**config.mk**
```make
export PLATFORM = sky130hd
export DESIGN_NAME = instruction_fetch
export DESIGN_NICKNAME = d
export VERILOG_FILES = /design/src/rtl/instruction_fetch.sv
export SDC_FILE = /design/constraint.sdc
export NUM_CORES = 1
export LEC_CHECK = 0
export BUFFER_PORTS_ARGS = -buffer_cell sky130_fd_sc_hd__buf_2
export CORE_AREA = 8 8 136 138
export CTS_CLUSTER_DIAMETER = 200
export CTS_CLUSTER_SIZE = 12
export DETAILED_ROUTE_END_ITERATION = 16
export DIE_AREA = 0 0 144 146
export PLACE_DENSITY = 0.61
export SETUP_SLACK_MARGIN = 0.2
export SYNTH_ARGS = -nofsm -noshare
export SYNTH_HDL_FRONTEND = slang
export SYNTH_SLANG_ARGS = --single-unit
export TNS_END_PERCENT = 50
```
**constraint.sdc**
```tcl
create_clock -name clock -period 2.47 [get_ports clock]
set_clock_uncertainty 0.05 [all_clocks]
set_input_delay 0.494 -clock clock [delete_from_list [all_inputs] [get_ports clock]]
set_output_delay 0.494 -clock clock [all_outputs]
set_load 0.05 [all_outputs]
```
**src/rtl/instruction_fetch.sv**
```systemverilog
// Fetch stage: owns the PC, captures the memory word into IF/ID.
// Ports: clock/reset, stall/branch controls, memory word/end flag in; PC, IF/ID and status out.
module instruction_fetch #(
  parameter logic [31:0] RESET_PC = 32'h00000000,
  parameter logic [31:0] NOP      = 32'h00000013
) (
  input  logic        clock,
  input  logic        reset,
  input  logic        stall,
  input  logic        branchTaken,
  input  logic [31:0] branchTarget,
  input  logic [31:0] instruction,
  input  logic        fimDoArquivo,
  output logic [31:0] readAddress,
  output logic [31:0] ifidPC,
  output logic [31:0] ifidInstruction,
  output logic        ifidValid,
  output logic        halted,
  output logic [31:0] fetchCount
);

  typedef enum logic {
    RUN,
    HALT
  } state_t;

  state_t      state;
  logic [31:0] pc;
  logic        endSeen;

  assign readAddress = pc;
  assign endSeen     = fimDoArquivo | (instruction == 32'h0);

  always_ff @(posedge clock) begin
    if (reset) begin
      state           <= RUN;
      pc              <= RESET_PC;
      ifidPC          <= 32'h0;
      ifidInstruction <= NOP;
      ifidValid       <= 1'b0;
      halted          <= 1'b0;
      fetchCount      <= 32'h0;
    end else if (branchTaken) begin
      // Redirect wins over stall and also leaves HALT.
      state           <= RUN;
      halted          <= 1'b0;
      pc              <= {branchTarget[31:2], 2'b00};
      ifidPC          <= 32'h0;
      ifidInstruction <= NOP;
      ifidValid       <= 1'b0;
    end else begin
      unique case (state)
        RUN: begin
          if (!stall) begin
            if (endSeen) begin
              // PC stays on the end marker; bubble into decode.
              state           <= HALT;
              halted          <= 1'b1;
              ifidPC          <= 32'h0;
              ifidInstruction <= NOP;
              ifidValid       <= 1'b0;
            end else begin
              ifidPC          <= pc;
              ifidInstruction <= instruction;
              ifidValid       <= 1'b1;
              pc              <= pc + 32'd4;
              fetchCount      <= fetchCount + 32'd1;
            end
          end
        end
        HALT: begin
          state <= HALT;
        end
        default: begin
          state <= RUN;
        end
      endcase
    end
  end

endmodule

```
==> run metrics <==
status completed; slowest stage delay, CP 470 ps; dpl cells 1034; P_sw 1.36 mW; Seq cells post-synth 127; final slew viol count 0; worst path arrival time 2450 ps; relative slew slack 53.2%; met2 WL 8660 um; vias in the first global route 5521; Die Ht 146 um; setup TNS 0 ps; cells along the critical path or3_4 > nor2_2 > o2111ai_1 > buf_4 > or4_1 > a311oi_1; Placement Setup Slack -58.3 ps; final hold violation count 0; first-pass GRT wire length 29100 um; Peak VDD IR 0.500 mV; GRT Total Usage 17.4%; Core Util, Final 45.9%; Clock Latency Late Sink 410 ps; Sink Count 127; Metal-1 WL 7990 um; top sig layer met5; Congestion Overflow GR 0; Syn. warnings 0; Distinct cells, synth 50; Post-DP Area 6940 sq um; Max stage delay cell, worst path or4_1; initial antenna violation count 3; Tcrit/Tclk final 88.1%; CTS buffer count 17; Post-synth EDFFs 0; core area 16300 sq um; die width 144 um; WL final 18200 um; Top FF cell, synth dfxtp_1; Clk pin slew, worst setup/hold paths 60 ps; Worst setup EP type flop; mapped cell area 5570 sq um; Cell Rows 47; Comb pwr share 11.6%; maxcap violations 0; Worst EP required 2740 ps; Setup violations, final 0; cts hold-fix bufs 0; RSZ-0062 raised after global routing yes; part of the power in registers 43.7%; Crit Path Category flop to flop; Synth Instances 635; internal power 3.61 mW; Setup crit start kind flop; syn_area_per_cell 8.77 sq um; TritonCTS clock tree built; Async S/R FF share, synth 0%; clock buffer depth 2; DR DRC count 0; area grow syn2layout 34.1%; switching share of total power 27.4%; Layout Cells excl Fill 1066; met3 WL 1300 um; final instance area 7470 sq um; DP Wirelength 13300 um; LEAKAGE 3.03 nW; power share of the clock group 44.7%; largest net degree at the start of global routing 66; Root Driver clkbuf_16; share of layout cells above drive strength 1 32.3%; CP Max Fanout 15; total power 4.98 mW; minimum clock period 2180 ps; PostCTS Resize Cnt 0; Worst Hold Class input pin to flop; io pins 199; R2R setup slack 290 ps; register area share after synthesis 45.6%; Avg Vias per Cell 5.26; pwr dens 666 nW/um^2; Hold Worst Slack 236 ps; DR WL/cell 17.1 um; post-CTS setup buffer count 0; Final Wtd Congestion 0.841; via count 5604; detailed-router iteration count before antenna repair 5; antenna viol nets, final 0; final setup margin 293 ps; initial core utilization 34.2%; die area 21000 sq um; Fmax 0.459 GHz; port bufs 192; worst-margin pin slew 702 ps; H-tree depth 4; Final #Nets 904; initial DRC count 305
layout make-up:
type,instances,area (sq um)
fill,1642,8820
multi-input combinational,448,2800
sequential,127,2550
timing repair buffer,225,1270
clock buffer,24,482
tap,220,275
inverter,14,52.6
clock inverter,7,37.5
antenna,1,2.50
Yosys cell counts, drive strengths merged, types with 14 or more instances:
cell | instances | share of area [%]
nor2 | 113 | 7.7
clkbuf | 42 | 2.8
or3 | 20 | 2.3
dfxtp | 127 | 46
xnor2 | 14 | 2.2
a21oi | 20 | 1.8
o21ai | 26 | 2.3
nand2 | 26 | 1.8
a311oi | 17 | 2.7
a22oi | 60 | 8.1
state kept, by name, summed over array words and instances (netlist names):
signal           cells
fetchCount          32
halted               1
ifidInstruction     32
ifidPC              30
ifidValid            1
readAddress         30
state                1
layout by cell type (no fill, tap or decap), types with 2 or more instances in the layout:
cell type and count:
buf_2 192, dfxtp_1 118, nor2_1 111, a22oi_1 60, buf_4 28, nand2_1 26, o21ai_0 23, or3_1 19
a21oi_1 19, a311oi_1 17, clkbuf_16 17, xnor2_1 14, nand4_1 13, inv_1 13, nor4_1 12, xor2_1 12
nand3_1 12, and4_1 11, o31ai_1 11, or4_1 11, a211oi_1 11, o2111ai_1 9, dfxtp_2 9, o211ai_1 8
and3_1 6, clkinv_2 6, buf_12 5, a2111oi_0 4, conb_1 4, clkbuf_1 4, and2_1 3, o21ai_1 3
o22ai_1 3, clkbuf_8 3, or2_2 2, nor2_2 2, mux2i_1 2, a2111oi_4 2, ha_1 2
worst paths after layout:
check | start | endpoint | depth (start not counted)
min reg2reg | halted | halted | 2
max reg2reg | state | readAddress[26] | 6
max | state | readAddress[26] | 6
min | branchTarget[30] | readAddress[30] | 3
power groups by stage:
stage	Sequential, mW	Combinational (mW)	Clock [mW]
final	2.18	0.575	2.23
after global routing	2.18	0.617	2.38
after CTS	2.18	0.578	2.29
after detailed placement	2.22	0.577	0
after global placement	2.22	0.575	0
after floorplan	2.38	0.200	0
logic make-up after synthesis:
kind of cell | Yosys count | share of synthesized area, %
simple gates | 237 | 21.4
compound gates | 176 | 23.1
flops | 127 | 45.6
buf+inv | 63 | 4.65
xor+xnor | 26 | 4.09
mux | 3 | 0.562
fa+ha+maj | 2 | 0.449
other cells | 1 | 0.0673
critical path: cells and delay by family, from the launching register on:
family,cells,cell delay [ps]
compound gates,2,400
buf+inv,1,210
flops,1,320
simple gates,3,1110
metal layers:
| metal | vias to the layer above | global-route usage [%] |
|---|---|---|
| met4 | 4 | 5.89 |
| li1 | 2768 | - |
| met1 | 2653 | 22.0 |
| met5 | - | 0 |
| met2 | 155 | 27.6 |
| met3 | 24 | 5.12 |
Note: power is estimated with default switching activity, not from simulation.
